File: src/rtl/adder_test_pkg.sv
// adder_test_pkg: shared FSM states, LFSR constants and helpers for adder self-test harnesses
package adder_test_pkg;
  typedef enum logic [1:0] {IDLE, RUN, DRAIN, DONE} state_t;
  localparam int LFSR_W = 32;
  // right-shifting Galois form of x^32+x^22+x^2+x+1
  localparam logic [LFSR_W-1:0] LFSR_TAPS = 32'h8020_0003;
  localparam int NUM_DIRECTED = 4;
  function automatic logic [LFSR_W-1:0] lfsr_next(input logic [LFSR_W-1:0] s);
    return (s >> 1) ^ (s[0] ? LFSR_TAPS : '0);
  endfunction
endpackage

File: src/rtl/adder_wrapper_selftest_if.sv
// adder_wrapper_selftest_if: operand/result bus between the self-test stage and the adder wrapper
interface adder_wrapper_selftest_if #(parameter int WIDTH = 8);
  logic [WIDTH-1:0] dut_a;
  logic [WIDTH-1:0] dut_b;
  logic [WIDTH-1:0] dut_sum;
  logic             dut_cout;
  modport master (output dut_a, dut_b, input dut_sum, dut_cout);
  modport slave  (input dut_a, dut_b, output dut_sum, dut_cout);
endinterface

File: src/rtl/adder_test_lfsr.sv
// adder_test_lfsr: 32-bit Galois LFSR with seed load and step enable
module adder_test_lfsr
  import adder_test_pkg::*;
#(
  parameter logic [LFSR_W-1:0] SEED = 32'hACE1_2468
) (
  input  logic              clk,
  input  logic              rst_n,
  input  logic              load,
  input  logic              step,
  output logic [LFSR_W-1:0] q
);
  always_ff @(posedge clk)
    if (!rst_n || load) q <= SEED;
    else if (step) q <= lfsr_next(q);
endmodule

File: src/rtl/adder_wrapper_selftest.sv
// adder_wrapper_selftest: drives an adder wrapper with directed then random vectors and checks its results
module adder_wrapper_selftest
  import adder_test_pkg::*;
#(
  parameter int              WIDTH       = 8,
  parameter int              LATENCY     = 2,
  parameter int              NUM_VECTORS = 256,
  parameter logic [31:0]     LFSR_SEED   = 32'hACE1_2468
) (
  input  logic             clk,
  input  logic             rst_n,
  input  logic             start,
  output logic             busy,
  output logic             done,
  output logic             pass,
  output logic [15:0]      err_count,
  output logic [WIDTH-1:0] first_fail_a,
  output logic [WIDTH-1:0] first_fail_b,
  adder_wrapper_selftest_if.master bus
);
  localparam logic [15:0] ALT = 16'h5555;
  state_t state;
  logic [15:0] idx;
  logic [7:0] dcnt;
  logic [LFSR_W-1:0] lfsr;
  logic run_start, drv_v, mismatch;
  logic [WIDTH-1:0] vec_a, vec_b;
  logic [15:0] err_next;
  logic             dl_v   [LATENCY];
  logic [WIDTH:0]   dl_exp [LATENCY];
  logic [WIDTH-1:0] dl_a   [LATENCY];
  logic [WIDTH-1:0] dl_b   [LATENCY];
  assign run_start = start && (state == IDLE || state == DONE);
  assign vec_a = idx >= 16'(NUM_DIRECTED) ? lfsr[WIDTH-1:0] :
                 idx == 16'd3 ? ALT[WIDTH-1:0] : idx == 16'd0 ? '0 : '1;
  assign vec_b = idx >= 16'(NUM_DIRECTED) ? lfsr[16 +: WIDTH] :
                 idx == 16'd3 ? ~ALT[WIDTH-1:0] : idx == 16'd0 ? '0 :
                 idx == 16'd1 ? WIDTH'(1) : '1;
  assign mismatch = dl_v[LATENCY-1] && ({bus.dut_cout, bus.dut_sum} != dl_exp[LATENCY-1]);
  assign err_next = mismatch && err_count != 16'hFFFF ? err_count + 16'd1 : err_count;
  adder_test_lfsr #(.SEED(LFSR_SEED)) u_lfsr (
    .clk  (clk),
    .rst_n(rst_n),
    .load (run_start),
    .step (state == RUN && idx >= 16'(NUM_DIRECTED)),
    .q    (lfsr)
  );
  // expected sums are formed from the registered operands, so the compare lands LATENCY edges after the drive
  always_ff @(posedge clk) begin
    dl_exp[0] <= {1'b0, bus.dut_a} + {1'b0, bus.dut_b};
    dl_a[0]   <= bus.dut_a;
    dl_b[0]   <= bus.dut_b;
    for (int i = 1; i < LATENCY; i++) begin
      dl_exp[i] <= dl_exp[i-1];
      dl_a[i]   <= dl_a[i-1];
      dl_b[i]   <= dl_b[i-1];
    end
  end
  always_ff @(posedge clk) begin
    if (!rst_n) begin
      state        <= IDLE;
      busy         <= 1'b0;
      done         <= 1'b0;
      pass         <= 1'b0;
      err_count    <= '0;
      first_fail_a <= '0;
      first_fail_b <= '0;
      bus.dut_a    <= '0;
      bus.dut_b    <= '0;
      drv_v        <= 1'b0;
      idx          <= '0;
      dcnt         <= '0;
      for (int i = 0; i < LATENCY; i++) dl_v[i] <= 1'b0;
    end else begin
      bus.dut_a <= state == RUN ? vec_a : '0;
      bus.dut_b <= state == RUN ? vec_b : '0;
      drv_v     <= state == RUN;
      dl_v[0]   <= drv_v;
      for (int i = 1; i < LATENCY; i++) dl_v[i] <= dl_v[i-1];
      if (mismatch) begin
        err_count <= err_next;
        if (err_count == '0) begin
          first_fail_a <= dl_a[LATENCY-1];
          first_fail_b <= dl_b[LATENCY-1];
        end
      end
      if (run_start) begin
        state        <= RUN;
        busy         <= 1'b1;
        done         <= 1'b0;
        pass         <= 1'b0;
        err_count    <= '0;
        first_fail_a <= '0;
        first_fail_b <= '0;
        idx          <= '0;
      end else if (state == RUN) begin
        idx <= idx + 16'd1;
        if (idx == 16'(NUM_VECTORS - 1)) begin
          state <= DRAIN;
          dcnt  <= '0;
        end
      end else if (state == DRAIN) begin
        dcnt <= dcnt + 8'd1;
        if (dcnt == 8'(LATENCY)) begin
          state <= DONE;
          busy  <= 1'b0;
          done  <= 1'b1;
          pass  <= err_next == '0;
        end
      end
    end
  end
endmodule

File: src/flat_wrapper.sv
// flat-port wrapper written by rule: the top's interface ports become plain ports
module adder_wrapper_selftest_flat import adder_test_pkg::*;
#(
  parameter int              WIDTH       = 8,
  parameter int              LATENCY     = 2,
  parameter int              NUM_VECTORS = 256,
  parameter logic [31:0]     LFSR_SEED   = 32'hACE1_2468
)
  (clk, rst_n, start, busy, done, pass, err_count, first_fail_a, first_fail_b, bus_dut_a, bus_dut_b, bus_dut_sum, bus_dut_cout);
  adder_wrapper_selftest_if #(.WIDTH(WIDTH)) bus_i ();
  input  logic clk;
  input  logic rst_n;
  input  logic start;
  output logic busy;
  output logic done;
  output logic pass;
  output logic [15:0] err_count;
  output logic [WIDTH-1:0] first_fail_a;
  output logic [WIDTH-1:0] first_fail_b;
  output wire logic [$bits(bus_i.dut_a)-1:0] bus_dut_a;
  output wire logic [$bits(bus_i.dut_b)-1:0] bus_dut_b;
  input wire logic [$bits(bus_i.dut_sum)-1:0] bus_dut_sum;
  input wire logic [$bits(bus_i.dut_cout)-1:0] bus_dut_cout;
  assign bus_dut_a = bus_i.dut_a;
  assign bus_dut_b = bus_i.dut_b;
  assign bus_i.dut_sum = bus_dut_sum;
  assign bus_i.dut_cout = bus_dut_cout;
  adder_wrapper_selftest #(.WIDTH(WIDTH), .LATENCY(LATENCY), .NUM_VECTORS(NUM_VECTORS), .LFSR_SEED(LFSR_SEED)) u_core (.clk(clk), .rst_n(rst_n), .start(start), .busy(busy), .done(done), .pass(pass), .err_count(err_count), .first_fail_a(first_fail_a), .first_fail_b(first_fail_b), .bus(bus_i));
endmodule
File: config.mk
export PLATFORM = sky130hd
export DESIGN_NAME = adder_wrapper_selftest_flat
export DESIGN_NICKNAME = d
export VERILOG_FILES = /design/src/rtl/adder_test_pkg.sv /design/src/rtl/adder_wrapper_selftest_if.sv /design/src/rtl/adder_test_lfsr.sv /design/src/rtl/adder_wrapper_selftest.sv /design/src/flat_wrapper.sv
export SDC_FILE = /design/constraint.sdc
export NUM_CORES = 1
export LEC_CHECK = 0
export CORE_UTILIZATION = 56
export DETAILED_ROUTE_END_ITERATION = 6
export PLACE_DENSITY = 0.79
export SYNTH_ARGS = -nofsm -noshare
export SYNTH_HDL_FRONTEND = slang
export SYNTH_SLANG_ARGS = --single-unit
File: constraint.sdc
create_clock -name clk -period 2.55 [get_ports clk]
set_input_delay 0.51 -clock clk [delete_from_list [all_inputs] [get_ports clk]]
set_output_delay 0.51 -clock clk [all_outputs]
set_load 0.02 [all_outputs]
---- After elaboration in Yosys (flattened, before gate mapping) ----
Memory sizes are Yosys's and may differ from the RTL's. A register that Yosys moved wholly into a read port is not among the register bits.
Cells that the tools add are included.
word-level totals
  bits in registers ....................... 94
  memory bits (writable) .................. 52
  input bits .............................. 12
  word-level logic and storage cells ...... 89
  memories kept ........................... 4
operators by class
  add/subtract/negate cells ............... 4
  $lt $le $gt $ge ......................... 1
  equal/unequal tests ..................... 12
  muxes and demuxes ....................... 25
  bitwise gates (word level) .............. 6
  reduce and logical (&&, ||, !) cells .... 25
memories
  name           words  bits a word  read ports  clocked after memory_dff  write ports  RTL line                      RTL
  u_core.dl_exp  2      9            2           0                         2            adder_wrapper_selftest.sv:30  logic [WIDTH:0] dl_exp [LATENCY];
  u_core.dl_a    2      8            2           1                         2            adder_wrapper_selftest.sv:31  logic [WIDTH-1:0] dl_a [LATENCY];
  u_core.dl_b    2      8            2           1                         2            adder_wrapper_selftest.sv:32  logic [WIDTH-1:0] dl_b [LATENCY];
  u_core.dl_v    2      1            2           0                         2            adder_wrapper_selftest.sv:29  logic dl_v [LATENCY];
operator list
  kind                                                                count
  two-way mux 8 bit                                                   10
  logical NOT 16 bit                                                  3
  adder 16 x 1 -> 16 bit, second input constant                       2
  two-way mux 32 bit                                                  1
  bitwise XOR 31 x 32 -> 32 bit                                       1
  == test 16 x 1 -> 1 bit, second input constant                      1
  == test 16 x 2 -> 1 bit, second input constant                      1
  == test 16 x 8 -> 1 bit, second input constant                      1
  greater-or-equal comparator 16 x 3 -> 1 bit, second input constant  1
  two-way mux 16 bit                                                  1
  != test 16 bit, second input constant                               1
  AND reduction 3 bit                                                 5
  adder 8 x 8 -> 9 bit                                                1
  two-way mux 1 bit                                                   9
  != test 9 bit                                                       1
  adder 8 x 1 -> 8 bit, second input constant                         1
  == test 8 x 2 -> 1 bit, second input constant                       1
  two-way mux 2 bit                                                   4
  nonzero test 2 bit                                                  4
  nonzero test 3 bit                                                  2
  == test 2 bit, second input constant                                2
  logical AND 1 bit                                                   4
  != test 2 bit, second input constant                                2
  AND reduction 2 bit                                                 2
  8 further kinds                                                     12

---- Logic depth before layout (Yosys ltp) ----
Gate-level depths: netlist of run 1.
An unclocked memory read counts as a cell.
  depth after elaboration ................. 6
  mapped depth ............................ 10
  depth with buffers taken out ............ 10

---- Hierarchy ----
A second synthesis of run 1 with hierarchy kept.
second synthesis, totals
  cell total of the unflattened synthesis .. 607
  area, all modules ....................... 6,183.4 um2
by module, submodules not included
  module                  times used  cells an instance  area each (um2)  seq. area each (um2)
  adder_wrapper_selftest  1           499                4,942.2          2,602.5
  adder_test_lfsr         1           108                1,241.2          640.6

---- Worst setup path before layout of run 1 ----
OpenSTA, ideal clock, no wires.
  kind .................................... reg-to-reg
  start ................................... register u_core.err_count[0]
  end ..................................... register u_core.pass
  setup time .............................. 57 ps
  data arrival time ....................... 2,317 ps
  data required time ...................... 2,493 ps
  setup slack ............................. 175 ps
  cell stages (with the launch flop) ...... 9
  path buffers ............................ 0
  clock period less this slack ............ 2,375 ps
  path through ............................ dfxtp_1 ha_1 nand4_1 o41ai_4 a31oi_2 or4_1 a22oi_1 o2111a_1 a21o_1
on the way
  cells in the longest elaborated chain, start to end .. 4
  elaborated cells on any way between the ends .. 5
  those cells by class .................... add/sub (1); eq/ne (1); mux (1); reduce/logical (2)
RTL lines
  item                                                                            RTL line                       RTL
  from (decl)                                                                     adder_wrapper_selftest.sv:16   output logic [15:0] err_count,
  from (signal assigned)                                                          adder_wrapper_selftest.sv:81   err_count <= err_next;
  parallel branches: the longest is 2 deep, another holds adder 16 x 1 -> 16 bit  n/a
  two-way mux 16 bit (*)                                                          adder_wrapper_selftest.sv:40   assign err_next = mismatch && err_count != 16'hFFFF ? err_count + 16'd1 : err_count;
  logical NOT 16 bit (*)                                                          adder_wrapper_selftest.sv:108  pass <= err_next == '0;
  to (signal assigned)                                                            adder_wrapper_selftest.sv:64   pass <= 1'b0;
  to (signal assigned)                                                            adder_wrapper_selftest.sv:91   pass <= 1'b0;
  to (signal assigned)                                                            adder_wrapper_selftest.sv:108
  to (decl)                                                                       adder_wrapper_selftest.sv:15   output logic pass,
Mark *: on every way between the ends.
A chain may end at the register's enable or synchronous reset.

---- Worst setup path after layout of run 1 ----
  start ................................... register u_core.err_count[1]
  end ..................................... register u_core.pass
The elaborated chain is that of the path after synthesis.

==> flow_summary.yaml, run 1 <==
worst_setup_path:
  cp_top_family: "compound AO/OA/AOI/OAI gates"
  worstPathCellList: "ha_1 -> nand4_1 -> o41ai_4 -> a31oi_2 -> or4_1 -> a22oi_1 -> o2111a_1 -> a21o_1"
  crit_path_start: "u_core.err_count[1]$_SDFFE_PP0P_"
  cp_slowest_stage_delay_ns: 0.47
  cp_slowest_cell: "or4_1"
  cp.required_ns: 3.03
  worst_setup_path_end_kind: "flip-flop"
  path_class: "reg2reg"
  crit_end: "u_core.pass$_SDFFE_PP0P_"
  rr_startpoint: "u_core.err_count[1]$_SDFFE_PP0P_"
  worst-path-buf-inv: 0
  cp.arrival_ns: 2.86
  critical_path.max_fanout: 12
  reg2reg_slack_ns: 0.16
  path_depth: 8
  rr_endpoint: "u_core.pass$_SDFFE_PP0P_"
  ff2ff_path_depth: 8
  cp-start-kind: "flip-flop"
job:
  maxCapViolCount: 0
placement:
  place_area_um2: 7059
  port_buffers: 62
  pre_cts_ws_ns: -0.2612
  hpwl_mm: 8.880
  dp_cells: 845
  gp_congestion: 0.8944
timing:
  slew_headroom: 0.6146
  whs_ns: 0.3256
  final_hold_viol_count: 0
  fin_worst_skew_ns: 0.009950
  worst_slew_pin_slew_ns: 0.5763
  tns_ns: 0
  fin_ws_ns: 0.1620
  finalSetupViolCount: 0
  rsz0062_at_grt: "no"
  min_period_over_period: 0.9365
  clock.fmax_mhz: 418.8
  slew_violations: 0
  min_period_ns: 2.388
synthesis:
  ys_seq_area_frac: 0.5306
  ys_async_sr_fraction: 0
  ys_top_cells_by_count: "dfxtp_1 (162), nand2_1 (96), nor2_1 (77), a21oi_1 (34), xor2_1 (34)"
  synthDistinctLibCells: 51
  synth_warnings: 0
  syn_area_um2: 6112
  synth_compound_area_frac: 0.08618
  synthAdderAreaFrac: 0.04012
  synthTopCellsByArea: "dfxtp_1 (53%), nand2_1 (5.9%), xor2_1 (4.9%)"
  synth_edf_count: 0
  synthSimpleGateAreaFrac: 0.2000
  yosysTopAreaCellShare: 0.5306
  avgSynthCellArea_um2: 9.476
  postSynthCellCount: 645
  yosys_register_bits: 162
  synthMuxAreaShare: 0.03275
  synth_fp_nets: 676
  yosys.area.top_type: "dfxtp_1"
  synthXorXnorAreaFrac: 0.07738
  synth_top_family_by_area: "simple AND/OR/NAND/NOR gates"
  synth_ff_type: "dfxtp_1"
  synth_most_common_cell: "dfxtp_1"
die:
  rows: 37
  core_um2: 10460
  die_h_um: 106.5
  dieArea_um2: 11340
  start_util: 0.5842
  die_x_um: 106.5
  ioPinCount: 63
power:
  ir_drop_v: 0.0005232
  power.leakage_nw: 2.988
  fin_total_pwr_mw: 5.363
  powerDensity_nw_per_um2: 702.4
cts:
  cts_post_setup_buffers_inserted: 0
  cts_tree: "yes"
  htreeDepth: 4
  clk_latency_ns: 0.53
  cts-root-buf: "clkbuf_8"
  clk_pin_slew_worst_paths_ns: 0.06
  cts_buffer_depth: 2
  cts.sinks: 162
  cts_resized: 0
  cts_inserted_buffers: 17
  postCtsHoldBufs: 0
detailed_routing:
  first_pass_iters: 5
  vias: 4648
  drc_errors: 0
  finalWirelength_mm: 12.72
  drt-vias-per-instance: 5.306
  drtIter0Drc: 276
  drt-wirelength-per-cell_um: 14.52
  ant_nets: 0
layout:
  drive_gt1_frac: 0.1000
  nFillCells: 775
  fin_util: 0.7297
  syn_to_final_growth_pct: 24.91
  finalNetCount: 759
  final_cell_area_um2: 7635
  diodes: 0
  fin_cells: 876
worst_hold_path:
  hold_path.class: "reg2reg"
run_status:
  status: "complete, no violations"
grt:
  grt_use_total: 0.2422
  grt_max_degree: 54
  grt_pass1_vias: 4569
  grt_pass1_wl_mm: 21.27
  overflow: 0
  antenna_found_initial: 0
-- worst reg2reg max path: cells and delay by family, from the launching register on --
| family | cells | cell delay, ns |
|---|---|---|
| compound gates | 5 | 1.10 |
| simple gates | 2 | 0.73 |
| flops | 1 | 0.34 |
| fa+ha+maj | 1 | 0.17 |
-- cell families (layout without fill, tap and decap cells) --
family,count (synthesis),in the layout
XOR/XNOR,54,54
buffers and inverters,48,143
flip-flops,162,162
AND/OR/NAND/NOR,263,263
multiplexers,20,20
AO/OA/AOI/OAI,79,79
adder cells (fa/ha/maj),19,19
-- layout by cell type, fill, tap and decap left out, types with 18 or more instances in the layout --
| master | synthesis | layout |
|---|---|---|
| buf_4 | 1 | 31 |
| a21oi_1 | 34 | 34 |
| clkdlybuf4s50_1 | 0 | 62 |
| xnor2_1 | 20 | 20 |
| ha_1 | 18 | 18 |
| nand2_1 | 96 | 95 |
| xor2_1 | 34 | 34 |
| dfxtp_1 | 162 | 162 |
| nand3_1 | 24 | 24 |
| mux2i_1 | 20 | 20 |
| nor2_1 | 77 | 76 |
-- where the power goes --
group          internal (mW)  switching, mW
clock network           1.45          0.983
registers               2.59         0.0352
logic                  0.125          0.184
-- how the worst min path moves through the flow --
stage / endpoint / cells after the start / slack (ns) / startpoint
2_1_floorplan: u_core.dl_a[1][0]$_DFF_P_ / 0 / 0.31 / u_core.dl_a[0][0]$_DFF_P_
3_3_place_gp: u_core.dl_b[1][3]$_DFF_P_ / 0 / 0.31 / u_core.dl_b[0][3]$_DFF_P_
3_5_place_dp: u_core.dl_a[1][5]$_DFF_P_ / 0 / 0.31 / u_core.dl_a[0][5]$_DFF_P_
4_1_cts: u_core.dl_a[1][7]$_DFF_P_ / 0 / 0.33 / u_core.dl_a[0][7]$_DFF_P_
5_1_grt: u_core.dl_exp[0][16]$_DFF_P_ / 0 / 0.33 / u_core.dl_exp[0][7]$_DFF_P_
6_report: u_core.dl_a[1][7]$_DFF_P_ / 0 / 0.33 / u_core.dl_a[0][7]$_DFF_P_
-- sequential cells by signal (all words and copies together), names as in the netlist, 2 cells and up --
signal and cells:
u_core.dl_a 16, u_core.state 2, u_core.first_fail_a 8, u_core.idx 16, u_core.dcnt 8, u_core.bus.dut_a 8, u_core.dl_v 2, u_core.dl_exp 18
u_core.dl_b 16, u_core.u_lfsr.q 32, u_core.first_fail_b 8, u_core.bus.dut_b 8, u_core.err_count 16
-- routing by layer --
metal | share of wire | global-route usage | vias to the layer above
met1 | 0.44 | 0.2882 | 2192
li1 | - | - | 2335
met2 | 0.51 | 0.4212 | 104
met5 | 0 | 0 | -
met4 | 0.012 | 0.08611 | 0
met3 | 0.040 | 0.06254 | 17
-- cell type report --
cell class,count,area (µm²),share of cell area
clock buffers,20,445.4,0.05834
inverters,16,60.06,0.007866
multi-input cells,435,2673,0.3500
repair buffers,96,913.4,0.1196
clock inverters,11,130.1,0.01704
flip-flops and latches,162,3243,0.4248
well taps,136,170.2,0.02229
Note: power is estimated with default switching activity, not from simulation.
==> run 2, diff against run 1 <==
Settings changed: ABC_CLOCK_PERIOD_IN_PS set to 2290.
Clock period 2.55 ns to 2.29 ns, I/O delays scaled along.
==> run 2 against run 1 <==
Global-route usage rose by 0.49 points. Non-clock buffer count is 13 higher. Utilization increased by 1.9 points. Register-to-register slack worse by 0.14 ns. Cell count increased by 1.7%. Power is 12% higher. Clock skew down 0.00069 ns. Largest cell class unchanged. Clock-buffer cell count fell by 2. Die area did not move. Sequential share of layout area fell by 1.0 points. Flip-flop and latch count unchanged. Highest routed layer unchanged. Cell area rose by 2.6%.
==> flow_summary.yaml, run 2 (synthesized netlist as in run 1, its figures left out) <==
worst_setup_path:
  cp_slowest_stage_delay_ns: 0.45
  reg2reg_slack_ns: 0.02
  crit_end: "u_core.pass$_SDFFE_PP0P_"
  path_depth: 9
  cp_slowest_cell: "or4_1"
  cp-start-kind: "flip-flop"
  cp.required_ns: 2.78
  rr_startpoint: "u_core.err_count[0]$_SDFFE_PP0P_"
  cp_top_family: "compound AO/OA/AOI/OAI gates"
  path_class: "reg2reg"
  critical_path.max_fanout: 6
  worst_setup_path_end_kind: "flip-flop"
  cp.arrival_ns: 2.76
  worstPathCellList: "ha_4 -> nand4_1 -> o41ai_4 -> buf_4 -> a31oi_4 -> or4_1 -> a22oi_1 -> o2111a_1 -> a21o_1"
  rr_endpoint: "u_core.pass$_SDFFE_PP0P_"
  ff2ff_path_depth: 9
  worst-path-buf-inv: 1
  crit_path_start: "u_core.err_count[0]$_SDFFE_PP0P_"
cts:
  cts_buffer_depth: 2
  postCtsHoldBufs: 0
  cts_tree: "yes"
  cts_inserted_buffers: 17
  clk_pin_slew_worst_paths_ns: 0.06
  htreeDepth: 4
  cts-root-buf: "clkbuf_8"
  cts.sinks: 162
  clk_latency_ns: 0.54
timing:
  fin_ws_ns: 0.02074
  min_period_ns: 2.269
  clock.fmax_mhz: 440.7
  whs_ns: 0.3275
  slew_headroom: 0.6722
  min_period_over_period: 0.9909
  slew_violations: 0
  finalSetupViolCount: 0
  worst_slew_pin_slew_ns: 0.4872
  fin_worst_skew_ns: 0.009262
  final_hold_viol_count: 0
grt:
  grt_pass1_vias: 4582
  grt_pass1_wl_mm: 21.69
  grt_use_total: 0.2471
  antenna_found_initial: 0
  overflow: 0
  grt_max_degree: 68
placement:
  place_area_um2: 7137
  port_buffers: 62
  gp_congestion: 0.8383
  pre_cts_ws_ns: -0.4677
  dp_cells: 855
  hpwl_mm: 8.842
detailed_routing:
  drt-wirelength-per-cell_um: 14.97
  drt-vias-per-instance: 5.299
  finalWirelength_mm: 13.34
  drtIter0Drc: 296
  drc_errors: 0
  vias: 4721
  ant_nets: 0
  first_pass_iters: 4
layout:
  top_register: "u_core.u_lfsr.q"
  fin_cells: 891
  syn_to_final_growth_pct: 28.21
  largest_register_ffs: 32
  final_cell_area_um2: 7836
  fin_util: 0.7490
  finalNetCount: 773
  diodes: 0
  drive_gt1_frac: 0.1338
  final_cell_mix: "dfxtp_1 (159), nand2_1 (95), nor2_1 (76)"
  final_common_cell: "dfxtp_1"
  largestRegisters: "u_core.u_lfsr.q: 32 flops, u_core.dl_exp: 18 flops"
die:
  rows: 37
  die_h_um: 106.5
  die_x_um: 106.5
  ioPinCount: 63
  core_um2: 10460
  dieArea_um2: 11340
  start_util: 0.5842
run_status:
  status: "complete, no violations"
job:
  maxCapViolCount: 0
power:
  ir_drop_v: 0.0005900
  powerDensity_nw_per_um2: 766.1
  power.leakage_nw: 3.065
worst_hold_path:
  hold_path.class: "reg2reg"
[run 2: where the power goes]
group / switching [mW] / total [mW] / internal, mW
clock: 1.21 / 2.71 / 1.51
sequential: 0.0375 / 2.92 / 2.88
combinational: 0.217 / 0.372 / 0.155
total: 1.46 / 6.00 / 4.54
[run 2: worst min path at each step]
stage	end	from	cells after the start	slack, ns
after global routing	u_core.dl_b[1][5]$_DFF_P_	u_core.dl_b[0][5]$_DFF_P_	0	0.33
after floorplan	u_core.dl_a[1][0]$_DFF_P_	u_core.dl_a[0][0]$_DFF_P_	0	0.31
after CTS	u_core.dl_a[1][1]$_DFF_P_	u_core.dl_a[0][1]$_DFF_P_	0	0.33
after detailed placement	u_core.dl_a[1][4]$_DFF_P_	u_core.dl_a[0][4]$_DFF_P_	0	0.31
final	u_core.dl_a[1][1]$_DFF_P_	u_core.dl_a[0][1]$_DFF_P_	0	0.33
after global placement	u_core.dl_b[1][4]$_DFF_P_	u_core.dl_b[0][4]$_DFF_P_	0	0.31
[run 2: area by class of cell]
class	instances	area (µm²)
flip-flops and latches	162	3247
clock inverters	14	140.1
well taps	136	170.2
fillers	737	2626
repair buffers	109	1023
inverters	16	60.06
clock buffers	18	427.9
multi-input cells	436	2768
[run 2: per-layer routing]
metal	up-vias	wire, µm	global-route usage
met5	-	0	0
met4	0	248	0.1027
met3	25	678	0.06867
met2	127	6549	0.4160
met1	2202	5862	0.2963
li1	2367	-	-
[run 2: through the flow]
stage	power [mW]	TNS [ns]
final	6.003	0
after CTS	6.033	0
after detailed placement	3.331	-7.394
after floorplan	3.185	0
after global routing	6.226	-0.02500
after global placement	3.321	-6.033
[run 2: worst reg2reg max path, cell delays in order, from the launching register on]
cell,delay (ns)
dfxtp_2,0.35
ha_4,0.14
nand4_1,0.18
o41ai_4,0.33
buf_4,0.20
a31oi_4,0.06
or4_1,0.45
a22oi_1,0.19
o2111a_1,0.21
a21o_1,0.10
[run 2: timing repair]
item	in CTS	in global routing
pin swaps	2	1
setup endpoints to repair	1	27
gates cloned	0	1
setup buffers	1	2
gates resized for setup	1	12
